===== config.mk =====
export PLATFORM = sky130hd
export DESIGN_NAME = uart_rx
export DESIGN_NICKNAME = d
export VERILOG_FILES = /design/src/rtl/uart_pkg.sv /design/src/rtl/uart_sync2.sv /design/src/rtl/uart_rx.sv
export SDC_FILE = /design/constraint.sdc
export NUM_CORES = 1
export LEC_CHECK = 0
export ABC_AREA = 0
export CAP_MARGIN = 10
export CORE_MARGIN = 10
export CORE_UTILIZATION = 29
export CTS_CLUSTER_DIAMETER = 80
export DETAILED_ROUTE_END_ITERATION = 16
export GPL_ROUTABILITY_DRIVEN = 0
export GPL_TIMING_DRIVEN = 0
export PLACE_DENSITY_LB_ADDON = 0.3
export RECOVER_POWER = 100
export REMOVE_ABC_BUFFERS = 1
export SYNTH_ARGS = -nofsm -noshare
export SYNTH_HDL_FRONTEND = slang
export SYNTH_SLANG_ARGS = --single-unit

===== constraint.sdc =====
create_clock -name clk -period 3.42 [get_ports clk]
set_input_delay 0.684 -clock clk [delete_from_list [all_inputs] [get_ports clk]]
set_output_delay 0.684 -clock clk [all_outputs]
set_load 0.05 [all_outputs]

===== src/rtl/uart_pkg.sv =====
// Shared UART definitions: default rates, bit-timing helpers and RX state encoding.
package uart_pkg;

    localparam int unsigned DEF_CLK_FREQ  = 50_000_000;
    localparam int unsigned DEF_BAUD_RATE = 9600;
    localparam int unsigned DATA_BITS     = 8;

    typedef enum logic [2:0] {
        RX_IDLE  = 3'd0,
        RX_START = 3'd1,
        RX_DATA  = 3'd2,
        RX_STOP  = 3'd3,
        RX_WAIT  = 3'd4
    } rx_state_e;

    function automatic int unsigned clks_per_bit(
        input int unsigned clk_freq,
        input int unsigned baud_rate
    );
        return clk_freq / baud_rate;
    endfunction

    function automatic int unsigned half_bit(
        input int unsigned clk_freq,
        input int unsigned baud_rate
    );
        return clks_per_bit(clk_freq, baud_rate) / 2;
    endfunction

endpackage


===== src/rtl/uart_sync2.sv =====
// Two-flop synchroniser for asynchronous inputs; idles (and resets) high.
module uart_sync2 (
    input  logic i_clk,
    input  logic i_rst_n,
    input  logic i_d,
    output logic o_q
);

    logic r_meta;
    logic r_sync;

    always_ff @(posedge i_clk) begin
        if (!i_rst_n) begin
            r_meta <= 1'b1;
            r_sync <= 1'b1;
        end else begin
            r_meta <= i_d;
            r_sync <= r_meta;
        end
    end

    assign o_q = r_sync;

endmodule


===== src/rtl/uart_rx.sv =====
// 8N1 UART receiver: start-bit search, mid-bit 3-sample majority vote,
// one-cycle rx_done / frame_err strobes.
module uart_rx
    import uart_pkg::*;
#(
    parameter int unsigned CLK_FREQ  = DEF_CLK_FREQ,
    parameter int unsigned BAUD_RATE = DEF_BAUD_RATE
) (
    input  logic                 clk,
    input  logic                 rst,
    input  logic                 rx_in,
    output logic [DATA_BITS-1:0] data_rx,
    output logic                 rx_done,
    output logic                 frame_err,
    output logic                 rx_busy
);

    localparam int unsigned CLKS_PER_BIT = clks_per_bit(CLK_FREQ, BAUD_RATE);
    localparam int unsigned HALF_BIT     = half_bit(CLK_FREQ, BAUD_RATE);
    localparam int unsigned CNT_W        = $clog2(CLKS_PER_BIT);

    // Start bit is voted around its middle; after realignment the data and
    // stop bits are voted over the last three counts of each bit period.
    localparam logic [CNT_W-1:0] C_S0  = CNT_W'(HALF_BIT - 1);
    localparam logic [CNT_W-1:0] C_S1  = CNT_W'(HALF_BIT);
    localparam logic [CNT_W-1:0] C_S2  = CNT_W'(HALF_BIT + 1);
    localparam logic [CNT_W-1:0] C_D0  = CNT_W'(CLKS_PER_BIT - 3);
    localparam logic [CNT_W-1:0] C_D1  = CNT_W'(CLKS_PER_BIT - 2);
    localparam logic [CNT_W-1:0] C_END = CNT_W'(CLKS_PER_BIT - 1);
    localparam logic [2:0]       LAST  = 3'(DATA_BITS - 1);

    rx_state_e            r_state;
    logic [CNT_W-1:0]     r_bit_cnt;
    logic [2:0]           r_bit_idx;
    logic [DATA_BITS-1:0] r_shift;
    logic [DATA_BITS-1:0] r_data;
    logic                 r_done;
    logic                 r_ferr;
    logic                 r_busy;
    logic                 r_s0;
    logic                 r_s1;

    logic w_rx_s;
    logic w_in_bit;
    logic w_pt0;
    logic w_pt1;
    logic w_pt2;
    logic w_vote;

    uart_sync2 u_sync (
        .i_clk   (clk),
        .i_rst_n (rst),
        .i_d     (rx_in),
        .o_q     (w_rx_s)
    );

    assign w_in_bit = (r_state == RX_DATA) || (r_state == RX_STOP);

    assign w_pt0 = (r_state == RX_START) ? (r_bit_cnt == C_S0)
                                         : (w_in_bit && (r_bit_cnt == C_D0));
    assign w_pt1 = (r_state == RX_START) ? (r_bit_cnt == C_S1)
                                         : (w_in_bit && (r_bit_cnt == C_D1));
    assign w_pt2 = (r_state == RX_START) ? (r_bit_cnt == C_S2)
                                         : (w_in_bit && (r_bit_cnt == C_END));

    assign w_vote = (r_s0 & r_s1) | (r_s0 & w_rx_s) | (r_s1 & w_rx_s);

    always_ff @(posedge clk) begin
        if (!rst) begin
            r_state   <= RX_IDLE;
            r_bit_cnt <= '0;
            r_bit_idx <= '0;
            r_shift   <= '0;
            r_data    <= '0;
            r_done    <= 1'b0;
            r_ferr    <= 1'b0;
            r_busy    <= 1'b0;
            r_s0      <= 1'b1;
            r_s1      <= 1'b1;
        end else begin
            r_done    <= 1'b0;
            r_ferr    <= 1'b0;
            r_bit_cnt <= r_bit_cnt + 1'b1;
            if (w_pt0) r_s0 <= w_rx_s;
            if (w_pt1) r_s1 <= w_rx_s;

            unique case (r_state)
                RX_IDLE: begin
                    r_bit_cnt <= '0;
                    if (!w_rx_s) begin
                        r_state <= RX_START;
                        r_busy  <= 1'b1;
                    end
                end
                RX_START: begin
                    if (w_pt2) begin
                        r_bit_cnt <= '0;
                        r_bit_idx <= '0;
                        if (w_vote) begin
                            r_state <= RX_IDLE;
                            r_busy  <= 1'b0;
                        end else begin
                            r_state <= RX_DATA;
                        end
                    end
                end
                RX_DATA: begin
                    if (w_pt2) begin
                        r_bit_cnt <= '0;
                        r_shift   <= {w_vote, r_shift[DATA_BITS-1:1]};
                        if (r_bit_idx == LAST) begin
                            r_state <= RX_STOP;
                        end else begin
                            r_bit_idx <= r_bit_idx + 1'b1;
                        end
                    end
                end
                RX_STOP: begin
                    if (w_pt2) begin
                        r_bit_cnt <= '0;
                        r_state   <= RX_WAIT;
                        r_busy    <= ~w_rx_s;
                        if (w_vote) begin
                            r_data <= r_shift;
                            r_done <= 1'b1;
                        end else begin
                            r_ferr <= 1'b1;
                        end
                    end
                end
                RX_WAIT: begin
                    // A held-low line (break) must go high before re-arming.
                    r_bit_cnt <= '0;
                    if (w_rx_s) begin
                        r_state <= RX_IDLE;
                        r_busy  <= 1'b0;
                    end
                end
                default: begin
                    r_state   <= RX_IDLE;
                    r_bit_cnt <= '0;
                    r_busy    <= 1'b0;
                end
            endcase
        end
    end

    assign data_rx   = r_data;
    assign rx_done   = r_done;
    assign frame_err = r_ferr;
    assign rx_busy   = r_busy;

endmodule


**Yosys cells after proc, flatten, opt, wreduce, memory -nomap -nowiden**

Index checks and enable logic that the tools add are counted.

- Output and inout bits: 11
- Register bits: 42

- $add $sub $neg: 2
- Multiplexer cells: 23
- Equal/unequal tests: 19
- Bitwise logic cells: 9
- Reductions and logical operators: 14

Operators by type and width:

| operator | count |
|---|---|
| 13-bit by 12-bit equality test with 1-bit output (second input constant) | 3 |
| 13-bit equality test (second input constant) | 3 |
| 3-bit 2-to-1 mux | 9 |
| 3-bit one-hot mux with 5 select lines | 1 |
| 13-bit by 1-bit adder with 13-bit output (second input constant) | 1 |
| 2-bit != test (second input constant) | 6 |
| 6-bit AND reduction | 2 |
| 1-bit 2-to-1 mux | 10 |
| 3-bit by 2-bit equality test with 1-bit output (second input constant) | 2 |
| 3-bit equality test (second input constant) | 2 |
| 3-bit one-hot mux with 2 select lines | 1 |
| 3-bit AND reduction | 2 |
| 3-bit OR reduction | 2 |
| 1-bit one-hot mux with 5 select lines | 1 |
| 2-bit by 1-bit != test with 1-bit output (second input constant) | 2 |
| 1-bit NOT | 4 |
| 4-bit AND reduction | 1 |
| 3-bit by 1-bit adder with 3-bit output (second input constant) | 1 |
| 1-bit AND | 3 |
| 3-bit by 1-bit equality test with 1-bit output (second input constant) | 1 |
| 1-bit logical AND | 3 |
| 3-bit zero test | 1 |
| 2-bit 2-to-1 mux | 1 |
| 1-bit bitwise OR | 2 |
| 3 further kinds | 3 |

**Longest topological paths before layout**

- Word-level depth: 6
- Mapped depth: 7
- Gate-level depth less buffers: 6

**Cells and area by module**

Synthesis repeated with hierarchy kept, for this count alone.

- Cells, all modules: 205
- Area, all modules: 2018.2 um2

Modules (own cells, without submodules):

| module | area an instance (um2) | times used | cells each | sequential area each (um2) |
|---|---|---|---|---|
| uart_rx | 1965.6 | 1 | 201 | 800.8 |
| uart_sync2 | 52.6 | 1 | 4 | 40.0 |

**Least setup slack after synthesis**

OpenSTA, ideal clock, no wires.

- Path type: reg2reg
- Start: register r_bit_cnt[0]
- End: register r_data[0] (netlist: data_rx[0])
- Cell stages (with the launch flop): 7
- Slack: 1700 ps
- Required time: 3303 ps
- Arrival time: 1603 ps
- Period minus slack after synthesis: 1720 ps
- Cell sequence: dfxtp_1 ha_1 nand2_1 or4_1 buf_6 mux2i_1 nor2b_1

- Cells in the longest elaborated chain, start to end: 4
- Elaborated cells on any way between the ends: 5
- Those cells by class: eq/ne: 2; mux: 1; reduce/logical: 2

Ends and longest elaborated chain:

| item | line | source |
|---|---|---|
| start, declared | uart_rx.sv:33 | `logic [CNT_W-1:0] r_bit_cnt;` |
| start signal, assigned | uart_rx.sv:83 | `r_bit_cnt <= r_bit_cnt + 1'b1;` |
| 13-bit equality test | uart_rx.sv:64 | `: (w_in_bit && (r_bit_cnt == C_END));` |
| 1-bit logical AND | uart_rx.sv:64 |  |
| 1-bit 2-to-1 mux * | uart_rx.sv:63 | `assign w_pt2 = (r_state == RX_START) ? (r_bit_cnt == C_S2)` |
| 3-bit AND reduction (no line) * | - |  |
| end signal, assigned | uart_rx.sv:124 | `r_data <= r_shift;` |
| end, declared | uart_rx.sv:36 | `logic [DATA_BITS-1:0] r_data;` |

Every way passes the cells marked *; elsewhere a longest branch is shown, timed or not.
A chain may end at the register's enable or synchronous reset.

**Final worst setup path**

- Start: input rst
- End: register r_bit_cnt[10]

- Cells in the longest elaborated chain, start to end: 2

Ends and longest elaborated chain:

| item | line | source |
|---|---|---|
| start, declared | uart_rx.sv:10 | `input logic rst,` |
| 1-bit NOT (no line) | - |  |
| 3-bit OR reduction (no line) | - |  |

Every way passes these cells.

==> impl_metrics.toml <==
[worst_setup_path]
required_ps = 3640
crit_chain = "dlygate4sd3_1 -> nand3b_1 -> or3_1 -> nor2_1"
cp_slowest_stage_delay_ps = 1150
cp_top_family = "buffers and inverters"
reg2reg_slack_ps = 1370
r2r_end = "data_rx[2]"
cp_slowest_cell = "dlygate4sd3_1"
path_buf_inv = 1
cp_num_cells = 4
critPathArrivalTime_ps = 2710
worst-setup-path-type = "input pin to register"
cp_max_fo = 31
critPathCaptureType = "register"
r2r_cells = 5
startpoint_type = "input pin"
rr_startpoint = "r_bit_cnt[0]"

[cts]
hold_buffers = 0
cts_tree = "built"
ctsResizeCount = 0
clkLatencyLatePin_ps = 300
root_buffer = "clkbuf_8"
h-tree-depth = 2
clockBufferDepth = 2
clock-sinks = 42
postCtsSetupBuffers = 0
cts_inserted_buffers = 5
clkTransAtPathRegs_ps = 80

[synth]
syn_avg_cell_area_um2 = 9.62
ys_async_sr_fraction_pct = 0
yosys_register_bits = 42
ys_seq_area_share_pct = 42.8
synth.most_common_cell = "dfxtp_1"
ys_warn_count = 0
synth_ff_type = "dfxtp_1"
syn-cell-area_um2 = 1960
syn_inst = 204
synth_edf_count = 0
synth_area_leader_cell = "dfxtp_1"
yosysUniqueCellTypes = 41
synth.area.top_cells = "dfxtp_1 43%, mux2i_1 11%, nor2b_1 5.7%, nor2_1 4.0%, ha_1 3.8%"
synth_top_area_share_pct = 42.8
ys_top_cells_by_count = "42 x dfxtp_1, 21 x mux2i_1, 21 x nor2_1"

[run]
drv_cap = 0

[power_and_ir_drop]
power_density_nw_per_um2 = 406
power_uw = 919
p_leak_nw = 0.872
ir_drop_uv = 141

[timing]
clock_skew_ps = 10.4
holdWs_ps = 412
worst_slew_pin_slew_ps = 932
final.period_utilization_pct = 72.7
setup_slack_ps = 933
hold_viol = 0
clock.fmax_mhz = 402
relSlewSlack_pct = 37.7
slew_violations = 0
fin_setup_tns_ps = 0
final-setup-viol-count = 0
rsz0062_at_grt = "false"
min_period_ps = 2490

[final_layout]
n_antenna_cell = 0
drive_above_1_share_pct = 6.88
fin_nets = 226
multiInputGateArea_um2 = 1060
fin_util_pct = 35.0
finalInstanceArea_um2 = 2260
ff_latch_area_um2 = 841
n_fill_cell = 662
fin_cells = 295
area_delta_synth_final_pct = 15.3

[placement]
numPortBuffers = 13
post-place-ws_ps = 650
place_inst = 287
hpwlAfterDp_um = 2490
place_area_um2 = 2150

[routing]
firstDrtPassIters = 4
wirelength_um = 3490
wl_per_cell_um = 11.8
dr_total_vias = 1374
ant_nets = 0
drc_errors = 0
first_iter_violations = 61
post_drt_via_cell_ratio = 4.66

[global_route]
grt_pass1_vias = 1349
grt_remaining_overflow = 0
antenna_found_initial = 0
grt_pass1_wl_um = 6230
grt_usage_pct = 7.22
grt_max_degree = 32

[die]
die-width_um = 102
core_um2 = 6460
initial_utilization_pct = 30.4
ioPinCount = 14
rows = 29
fp.dieH_um = 102
dieArea_um2 = 10500

[outcome]
status = "finished clean"

[hold_path]
hold_depth = 1
min_to = "u_sync.o_q"
hold_class = "register to register"
min_from = "u_sync.r_meta"
==> sequential cells by signal, indices dropped and copies added (netlist names) <==
signal / flops
data_rx: 8
r_state: 3
rx_busy: 1
r_s1: 1
r_bit_cnt: 13
r_s0: 1
u_sync.r_meta: 1
u_sync.o_q: 1
r_shift: 8
r_bit_idx: 3
frame_err: 1
rx_done: 1
==> power by group <==
part	internal, mW	switching, mW	leakage [nW]
Sequential	0.492	0.00465	0.339
Combinational	0.0141	0.0198	0.481
Clock	0.218	0.170	0.0514
Total	0.724	0.195	0.872
==> cell usage in the layout (no fill, tap or decap), types with 2 or more instances in the layout <==
cell type / Yosys / final
xnor2_1: 5 / 5
ha_1: 6 / 6
mux2i_1: 21 / 21
inv_1: 6 / 6
dlygate4sd3_1: 0 / 12
nand2_1: 16 / 16
nand3_1: 6 / 6
xor2_1: 7 / 7
o41ai_1: 2 / 2
and4bb_2: 2 / 2
nor2b_1: 18 / 18
nand2b_1: 7 / 7
clkbuf_8: 0 / 5
dfxtp_1: 42 / 42
nand4b_1: 2 / 2
and3_1: 9 / 9
a41oi_1: 2 / 2
a21oi_1: 2 / 2
nand3b_1: 3 / 3
nor2_1: 21 / 21
==> final cells by class <==
cell class / instances / share of cell area, %
well taps: 77 / 4.26
inverters: 6 / 0.995
clock buffers: 6 / 3.21
multi-input cells: 149 / 47.0
repair buffers: 13 / 5.75
clock inverters: 2 / 1.66
flip-flops and latches: 42 / 37.1
==> worst register-to-register path, delay by kind of cell, from the launching register on <==
kind                     cells  cell delay [ps]
adder cells (fa/ha/maj)      1              330
flip-flops                   1              420
multiplexers                 1              240
AND/OR/NAND/NOR              3              970
==> worst max-delay path by stage <==
stage                      start             to  slack [ps]
floorplan           r_bit_cnt[0]     data_rx[0]        1600
global placement             rst   r_bit_cnt[7]         640
detailed placement           rst   r_bit_cnt[9]         650
CTS                          rst   r_bit_cnt[4]         950
global route                 rst   r_bit_cnt[4]         730
finish                       rst  r_bit_cnt[10]         930
==> logic make-up (layout without fill, tap and decap cells) <==
logic type / after synthesis / after routing / synth area share (%)
adders and majority gates: 7 / 7 / 4.33
muxes: 21 / 21 / 10.7
xor gates and xnor gates: 12 / 12 / 5.35
and+or+nand+nor: 96 / 96 / 28.7
AOI/OAI and AO/OA: 13 / 13 / 5.04
buffers and inverters: 13 / 27 / 3.00
DFF: 42 / 42 / 42.8
==> layer usage <==
metal,vias up,GRT usage (%),routed length (µm)
met5,-,0,0
met4,0,3.25,72
met3,7,1.96,82
met2,11,11.5,1550
met1,636,8.93,1780
li1,720,-,-
Note: power is estimated with default switching activity, not from simulation.
==> RTL change, RTL diff (config.mk and constraints unchanged) <==
The 5 states of `rx_state_e` get a Gray code encoding in 3 bits.
--- a/src/rtl/uart_pkg.sv
+++ b/src/rtl/uart_pkg.sv
@@ -6,11 +6,11 @@
     localparam int unsigned DATA_BITS     = 8;
 
     typedef enum logic [2:0] {
-        RX_IDLE  = 3'd0,
-        RX_START = 3'd1,
-        RX_DATA  = 3'd2,
-        RX_STOP  = 3'd3,
-        RX_WAIT  = 3'd4
+        RX_IDLE  = 3'b000,
+        RX_START = 3'b001,
+        RX_DATA  = 3'b011,
+        RX_STOP  = 3'b010,
+        RX_WAIT  = 3'b110
     } rx_state_e;
 
     function automatic int unsigned clks_per_bit(
Behaviour: same outputs for any inputs over 10 cycles, from zero or initial values and one cycle with rst low; not proved beyond that.
==> RTL change against the unedited design <==
  * Via count is 0.80% lower
  * Wire length is 2.2% higher
  * Sequential share of layout area is 0.58 points higher
  * Sequential cell count stayed put
  * Setup slack worse by 0.017 ns
  * Synthesized area is 0.19% higher
  * Final cell count is 0.34% lower
  * Cell area is 1.5% lower
  * Clock skew is 0.0048 ns lower
  * Total power is 8.6% lower
==> RTL change: results (changes against the unedited design) <==
Outcome
  – Status: complete, no violations (unchanged)

Timing
  – Setup Skew: 0.00557 ns (was 0.0104 ns)
  – Max-slew headroom: 30.5% (was 37.7%)
  – Final min period: 2.50 ns (was 2.49 ns)
  – Fin Hold WS: 0.422 ns (was 0.412 ns)

Yosys
  – Synth area leaders: dfxtp_1, mux2i_1, nor2b_1, nor2_1, ha_1 (unchanged)
  – Commonest cells in the netlist: dfxtp_1, nor2_1, mux2i_1, nor2b_1, nand2_1 (was dfxtp_1, mux2i_1, nor2_1, nor2b_1, nand2_1)
  – Adder-Cell Fraction of Synth Area: 3.82% (was 4.33%)
  – XOR/XNOR Fraction of Synth Area: 4.90% (was 5.35%)
  – Post-synthesis instance total: 202 (was 204)
  – Post-synthesis mux area share: 10.7% (about the same)

Pwr
  – Comb power: 0.0203 mW (was 0.0339 mW)
  – Combinational Power Share: 2.4% (was 3.7%)
  – Max VDD drop: 0.137 mV (was 0.141 mV)
  – Clk. pwr: 0.327 mW (was 0.388 mW)
  – Leakage: 0.822 nW (was 0.872 nW)
  – Sw Share: 23.0% (was 21.2%)

Route
  – Vias per cell: 4.64 (was 4.66)
  – DRT iter0 DRCs: 44 (was 61)
  – Met3 wire length: 123 µm (was 82 µm)
  – Via count: 1363 (was 1374)
  – Detailed Route WL: 3570 µm (was 3490 µm)

Placement
  – Placement-stage cell area: 2140 µm² (was 2150 µm²)
  – Dpl ws: 0.833 ns (was 0.650 ns)
  – Placed cell count: 286 (was 287)

Global routing
  – Largest net degree at the start of global routing: 34 (was 32)
  – Total GRT Usage: 7.30% (was 7.22%)
  – Global-route wire length before repair: 6240 µm (was 6230 µm)

Floorplan
  – Die area: 10500 µm² (about the same)

Final layout
  – Fin nets: 225 (was 226)
  – Share of cells above drive strength 1: 6.45% (was 6.88%)

Worst setup path
  – CP max FO: 33 (was 31)
  – Reg2Reg Setup Slack: 1.28 ns (was 1.37 ns)
  – Critical path arrival: 2.72 ns (was 2.71 ns)
==> RTL change: worst max-delay path by stage <==
stage / start / to
floorplan: r_bit_cnt[0] / data_rx[0]
global placement: rst / r_state[0]
detailed placement: rst / r_state[0]
CTS: rst / r_state[0]
global route: rst / r_bit_cnt[1]
finish: rst / r_bit_cnt[1]
==> RTL change: worst max-delay path: stages <==
cell	delay, ns
dlygate4sd3_1	1.22
o21ai_1	0.59
nor2_1	0.22
==> RTL change: final cells by class <==
| cell class | instances | area (µm²) |
|---|---|---|
| multi-input combinational | 146 | 1040 |
| timing repair buffer | 13 | 130 |
| clock inverter | 3 | 25.0 |
| clock buffer | 5 | 68.8 |
| inverter | 8 | 30.0 |
| fill | 683 | 4230 |
| sequential | 42 | 841 |
| tap | 77 | 96.3 |
==> RTL change: per-layer routing <==
metal | track usage (%) | vias to the layer above
met5 | 0 | -
met1 | 8.58 | 620
met3 | 2.09 | 6
li1 | - | 725
met2 | 11.7 | 12
met4 | 4.23 | 0
